## config.mk

```make
export PLATFORM = sky130hd
export DESIGN_NAME = elastic_pipe_register_flat
export DESIGN_NICKNAME = d
export VERILOG_FILES = /design/src/rtl/pipe_pkg.sv /design/src/rtl/elastic_pipe_register_if.sv /design/src/rtl/elastic_pipe_stage.sv /design/src/rtl/elastic_pipe_register.sv /design/src/flat_wrapper.sv
export SDC_FILE = /design/constraint.sdc
export NUM_CORES = 1
export LEC_CHECK = 0
export CORE_ASPECT_RATIO = 0.8
export CORE_MARGIN = 1
export CORE_UTILIZATION = 50
export DETAILED_ROUTE_END_ITERATION = 12
export PLACE_DENSITY = 0.78
export SYNTH_ARGS = -nofsm -noshare
export SYNTH_HDL_FRONTEND = slang
export SYNTH_HIERARCHICAL = 1
export SYNTH_SLANG_ARGS = --single-unit
```

## constraint.sdc

```tcl
create_clock -name clk -period 2.7 [get_ports clk]
set_input_delay 0.54 -clock clk [delete_from_list [all_inputs] [get_ports clk]]
set_output_delay 0.54 -clock clk [all_outputs]
set_load 0.005 [all_outputs]
```

## src/rtl/pipe_pkg.sv

```systemverilog
// ============================================================================
// Module      : pipe_pkg
// Description : Shared helpers for the elastic pipeline register.
// Revision    : 1.0 - initial release
// ============================================================================
`default_nettype none

package pipe_pkg;

  // Counter width that can represent every value from 0 to depth.
  function automatic int cnt_width(input int depth);
    return $clog2(depth + 1);
  endfunction

endpackage

`default_nettype wire

```

## src/rtl/elastic_pipe_register_if.sv

```systemverilog
// ============================================================================
// Module      : elastic_pipe_register_if
// Description : Upstream and downstream valid/ready handshake bundle.
// Revision    : 1.0 - initial release
// ============================================================================
`default_nettype none

interface elastic_pipe_register_if #(
  parameter int WIDTH = 32
);
  logic             in_valid;
  logic             in_ready;
  logic [WIDTH-1:0] in_data;
  logic             out_valid;
  logic             out_ready;
  logic [WIDTH-1:0] out_data;

  modport master (
    output in_valid, in_data, out_ready,
    input  in_ready, out_valid, out_data
  );

  modport slave (
    input  in_valid, in_data, out_ready,
    output in_ready, out_valid, out_data
  );
endinterface

`default_nettype wire

```

## src/rtl/elastic_pipe_stage.sv

```systemverilog
// ============================================================================
// Module      : elastic_pipe_stage
// Description : One data/valid register stage with its link in the ready chain.
// Revision    : 1.0 - initial release
// ============================================================================
`default_nettype none

module elastic_pipe_stage #(
  parameter int WIDTH = 32
) (
  input  wire logic             clk,
  input  wire logic             rst,
  input  wire logic             flush,
  input  wire logic             en,
  input  wire logic [WIDTH-1:0] rst_value,
  input  wire logic             src_valid,
  input  wire logic [WIDTH-1:0] src_data,
  input  wire logic             rdy_in,
  output logic                  valid_q,
  output logic [WIDTH-1:0]      data_q,
  output logic                  rdy_out
);

  logic             r_valid;
  logic [WIDTH-1:0] r_data;

  // An empty stage can always absorb, which is what collapses bubbles.
  assign rdy_out = !r_valid | rdy_in;
  assign valid_q = r_valid;
  assign data_q  = r_data;

  always_ff @(posedge clk) begin
    if (rst || flush) begin
      r_valid <= 1'b0;
      r_data  <= rst_value;
    end else if (en && rdy_out) begin
      r_valid <= src_valid;
      r_data  <= src_data;
    end
  end

endmodule

`default_nettype wire

```

## src/rtl/elastic_pipe_register.sv

```systemverilog
// ============================================================================
// Module      : elastic_pipe_register
// Description : DEPTH-stage elastic register chain with occupancy count.
// Revision    : 1.0 - initial release
// ============================================================================
`default_nettype none

module elastic_pipe_register
  import pipe_pkg::*;
#(
  parameter  int WIDTH = 32,
  parameter  int DEPTH = 3,
  localparam int CNT_W = cnt_width(DEPTH)
) (
  input  wire logic             clk,
  input  wire logic             rst,
  input  wire logic             flush,
  input  wire logic             en,
  input  wire logic [WIDTH-1:0] rst_value,
  elastic_pipe_register_if.slave bus,
  output logic [CNT_W-1:0]      occupancy
);

  localparam logic [CNT_W-1:0] c_one = CNT_W'(1);

  if (DEPTH < 1) begin : g_depth_check
    $error("elastic_pipe_register: DEPTH must be >= 1");
  end

  for (genvar gi = 0; gi < DEPTH; gi++) begin : g_stage
    logic             w_src_valid;
    logic [WIDTH-1:0] w_src_data;
    logic             w_rdy_in;
    logic             w_valid_q;
    logic [WIDTH-1:0] w_data_q;
    logic             w_rdy_out;

    if (gi == 0) begin : g_head
      assign w_src_valid = bus.in_valid;
      assign w_src_data  = bus.in_data;
    end else begin : g_body
      assign w_src_valid = g_stage[gi-1].w_valid_q;
      assign w_src_data  = g_stage[gi-1].w_data_q;
    end

    if (gi == DEPTH - 1) begin : g_tail
      assign w_rdy_in = bus.out_ready;
    end else begin : g_mid
      assign w_rdy_in = g_stage[gi+1].w_rdy_out;
    end

    elastic_pipe_stage #(
      .WIDTH (WIDTH)
    ) u_stage (
      .clk       (clk),
      .rst       (rst),
      .flush     (flush),
      .en        (en),
      .rst_value (rst_value),
      .src_valid (w_src_valid),
      .src_data  (w_src_data),
      .rdy_in    (w_rdy_in),
      .valid_q   (w_valid_q),
      .data_q    (w_data_q),
      .rdy_out   (w_rdy_out)
    );
  end

  logic             w_in_fire;
  logic             w_out_fire;
  logic [CNT_W-1:0] r_occ;

  assign bus.in_ready  = en & g_stage[0].w_rdy_out;
  assign bus.out_valid = en & g_stage[DEPTH-1].w_valid_q;
  assign bus.out_data  = g_stage[DEPTH-1].w_data_q;
  assign w_in_fire     = bus.in_valid & bus.in_ready;
  assign w_out_fire    = bus.out_valid & bus.out_ready;
  assign occupancy     = r_occ;

  // Both fires carry en, so a frozen chain leaves the count alone.
  always_ff @(posedge clk) begin
    if (rst || flush) begin
      r_occ <= '0;
    end else begin
      case ({w_in_fire, w_out_fire})
        2'b10:   r_occ <= r_occ + c_one;
        2'b01:   r_occ <= r_occ - c_one;
        default: r_occ <= r_occ;
      endcase
    end
  end

endmodule

`default_nettype wire
```

## src/flat_wrapper.sv

```systemverilog
// flat-port wrapper written by rule: the top's interface ports become plain ports
module elastic_pipe_register_flat import pipe_pkg::*;
#(
  parameter  int WIDTH = 32,
  parameter  int DEPTH = 3,
  localparam int CNT_W = cnt_width(DEPTH)
)
  (clk, rst, flush, en, rst_value, occupancy, bus_in_valid, bus_in_data, bus_out_ready, bus_in_ready, bus_out_valid, bus_out_data);
  elastic_pipe_register_if #(.WIDTH(WIDTH)) bus_i ();
  input  wire logic clk;
  input  wire logic rst;
  input  wire logic flush;
  input  wire logic en;
  input  wire logic [WIDTH-1:0] rst_value;
  output logic [CNT_W-1:0] occupancy;
  input wire logic [$bits(bus_i.in_valid)-1:0] bus_in_valid;
  input wire logic [$bits(bus_i.in_data)-1:0] bus_in_data;
  input wire logic [$bits(bus_i.out_ready)-1:0] bus_out_ready;
  output wire logic [$bits(bus_i.in_ready)-1:0] bus_in_ready;
  output wire logic [$bits(bus_i.out_valid)-1:0] bus_out_valid;
  output wire logic [$bits(bus_i.out_data)-1:0] bus_out_data;
  assign bus_i.in_valid = bus_in_valid;
  assign bus_i.in_data = bus_in_data;
  assign bus_i.out_ready = bus_out_ready;
  assign bus_in_ready = bus_i.in_ready;
  assign bus_out_valid = bus_i.out_valid;
  assign bus_out_data = bus_i.out_data;
  elastic_pipe_register #(.WIDTH(WIDTH), .DEPTH(DEPTH)) u_core (.clk(clk), .rst(rst), .flush(flush), .en(en), .rst_value(rst_value), .bus(bus_i), .occupancy(occupancy));
endmodule
```

==> reports/qor.yml <==
status: "finished clean"
drive_above_1_share_pct: 36.6
synthXorXnorAreaFrac_pct: 0.395
critPathSlowestCell: "clkdlybuf4s50_1"
grt_max_degree: 34
fin_area_mm2: 0.00578
final_nets: 421
relSlewSlack_pct: 46.7
overflow: 0
antenna_found_initial: 0
dp_slack_ps: 33.9
drc: 0
dieArea_mm2: 0.00925
synthMuxAreaShare_pct: 24.9
ioPinCount: 106
grt_pass1_wl_mm: 13.0
gp_congestion: 0.753
area_growth_pct: 30.4
worstReg2RegStart: "u_core/g_stage[2].u_stage/valid_q"
startpoint: "bus_out_ready"
total_leakage_power_nw: 2.04
firstDrtPassIters: 4
cts_buffer_depth: 2
crit_chain: "clkdlybuf4s50_1 -> nand2b_4 -> nand2b_4 -> nand2b_1 -> and2_1 -> clkdlybuf4s50_1"
synth_fa_ha_area_share_pct: 0.282
ir_drop_v: 0.000307
ys_seq_area_share_pct: 67.3
row_count: 30
die_h_um: 86.2
syn-cell-area_mm2: 0.00443
required_ps: 2160
vias: 2443
clock_sinks: 101
fmax_mhz: 382
maxCapViolCount: 0
hpwlAfterDp_mm: 5.38
p_per_area_mw_per_mm2: 573
synth_top_family_by_area: "multiplexers"
fill_cells: 645
synthCells: 235
crit_type: "input port to output pin"
placed_area_mm2: 0.00557
grt_pass1_vias: 2595
clk_pin_slew_ps: 90
rsz0062_at_grt: "no"
post-route-min-period_ps: 2620
fin_tns_setup_ps: 0
hold_path_class: "flip-flop to flip-flop"
cts_setup_buffers: 0
finalSetupViolCount: 0
synth_compound_area_share_pct: 2.15
cts_root_buf: "clkbuf_8"
synthSimpleGateAreaFrac_pct: 2.20
routed_wl_mm: 8.37
initial_core_util_pct: 51.8
syn_nets: 306
ctsHoldBuffers: 0
worstSetupStartpointType: "input port"
finClkSkew_ps: 8.24
diodes: 0
fp.dieW_um: 107
cts_tree: "built"
wire_per_inst_um: 17.9
slew_viol_final: 0
ys_ff_latch: 101
insertion_delay_ps: 360
period_share_pct: 97.0
cts_buffers: 9
hp-start: "u_core/occupancy[1]"
cp-end-kind: "output pin"
core_area_mm2: 0.00856
hold_viol_final: 0
drtIter0Drc: 78
cp_max_fo: 3
ant_nets: 0
yosysUniqueCellTypes: 20
port_buffers: 105
worst_path_largest_cell_delay_ps: 510
fin_ws_ps: 80.4
yosysWarnings: 6
tightest_slew_ps: 800
vias_per_cell: 5.23
cts_max_level: 3
arrival_ps: 2080
syn_avg_cell_area_um2: 18.9
track_usage_pct: 19.2
## power breakdown
group | switching, mW | internal [mW]
clock network | 0.502 | 0.427
logic | 0.150 | 0.297
registers | 0.0417 | 1.89
## cell type report
type / count / area, um^2 / area share (%)
sequential: 101 / 2980 / 51.6
clock buffer: 10 / 128 / 2.21
clock inverter: 6 / 63.8 / 1.10
multi-input combinational: 125 / 1340 / 23.2
tap: 112 / 140 / 2.42
timing repair buffer: 113 / 1120 / 19.4
## synth_stat cells
library cell,n,share of area [%]
a21boi_0,3,0.51
xnor2_1,1,0.20
mux2_2,90,23
nor2_4,3,0.76
or3_1,1,0.14
a211o_2,3,0.68
edfxtp_1,96,65
clkbuf_8,9,2.8
nand2b_1,3,0.42
a21bo_2,3,0.68
nand2_1,4,0.34
o21ai_0,1,0.11
and3_1,1,0.14
a211oi_1,1,0.17
and2_1,2,0.28
ha_1,1,0.28
mux2_4,6,2.0
nor3_1,1,0.11
dfxtp_1,5,2.3
xor2_1,1,0.20
## metal layers
layer  global-route usage (%)  part of all wire, %
met3                     5.86                  6.5
met4                     5.60                 0.91
met5                        0                    0
met1                     24.3                   45
met2                     32.1                   48
## critical path: cells and delay by family
| family | cells | cell delay, ps |
|---|---|---|
| buffers and inverters | 2 | 1020 |
| AND/OR/NAND/NOR | 4 | 530 |
## cell usage in the layout (no fill, tap or decap)
cell type / instances
clkdlybuf4s50_1: 105
edfxtp_1: 96
mux2_2: 90
clkbuf_8: 9
buf_4: 7
mux2_4: 6
dfxtp_1: 5
nand2_1: 4
nor2_4: 3
a211o_2: 3
a21bo_2: 3
a21boi_0: 3
clkinvlp_4: 2
clkinv_2: 2
and2_1: 2
nand2b_4: 2
bufinv_16: 1
clkbuf_1: 1
clkinv_4: 1
and3_1: 1
xor2_1: 1
nor3_1: 1
xnor2_1: 1
o21ai_0: 1
or3_1: 1
a211oi_1: 1
ha_1: 1
nand2b_1: 1
buf_12: 1
## state kept, by name, summed over array words and instances (netlist names)
signal,flops
u_core/g_stage.u_stage/valid_q,3
u_core/g_stage.u_stage/data_q,96
u_core/occupancy,2
## cell families (layout without fill, tap and decap cells)
| kind of cell | Yosys count | in the layout |
|---|---|---|
| compound gates | 11 | 11 |
| xor+xnor | 2 | 2 |
| fa+ha+maj | 1 | 1 |
| buf+inv | 9 | 129 |
| flops | 101 | 101 |
| mux | 96 | 96 |
| simple gates | 15 | 15 |
## what timing repair did
action	in CTS	in global routing
hold endpoints to repair	0	0
setup endpoints to repair	0	1
resized for setup	0	2
## path summary, 6_finish.rpt
check | end | slack, ps | cells after the start
worst max register to register | u_core/occupancy[1] | 840 | 8
worst min-delay path | u_core/occupancy[1] | 510 | 2
worst min register to register | u_core/occupancy[1] | 510 | 2
worst max-delay path | bus_in_ready | 80 | 6
## stage by stage
step / hold slack, ps / cells / total power, mW / utilization, %
final: 507 / 467 / 3.31 / 67.5
after floorplan: 452 / 235 / 2.16 / -
after CTS: 497 / 467 / 3.35 / 67.4
after detailed placement: 484 / 451 / 2.42 / 65.1
after global routing: 542 / 467 / 3.45 / 67.5
after global placement: 473 / 451 / 2.40 / 65.1
Note: power is estimated with default switching activity, not from simulation.
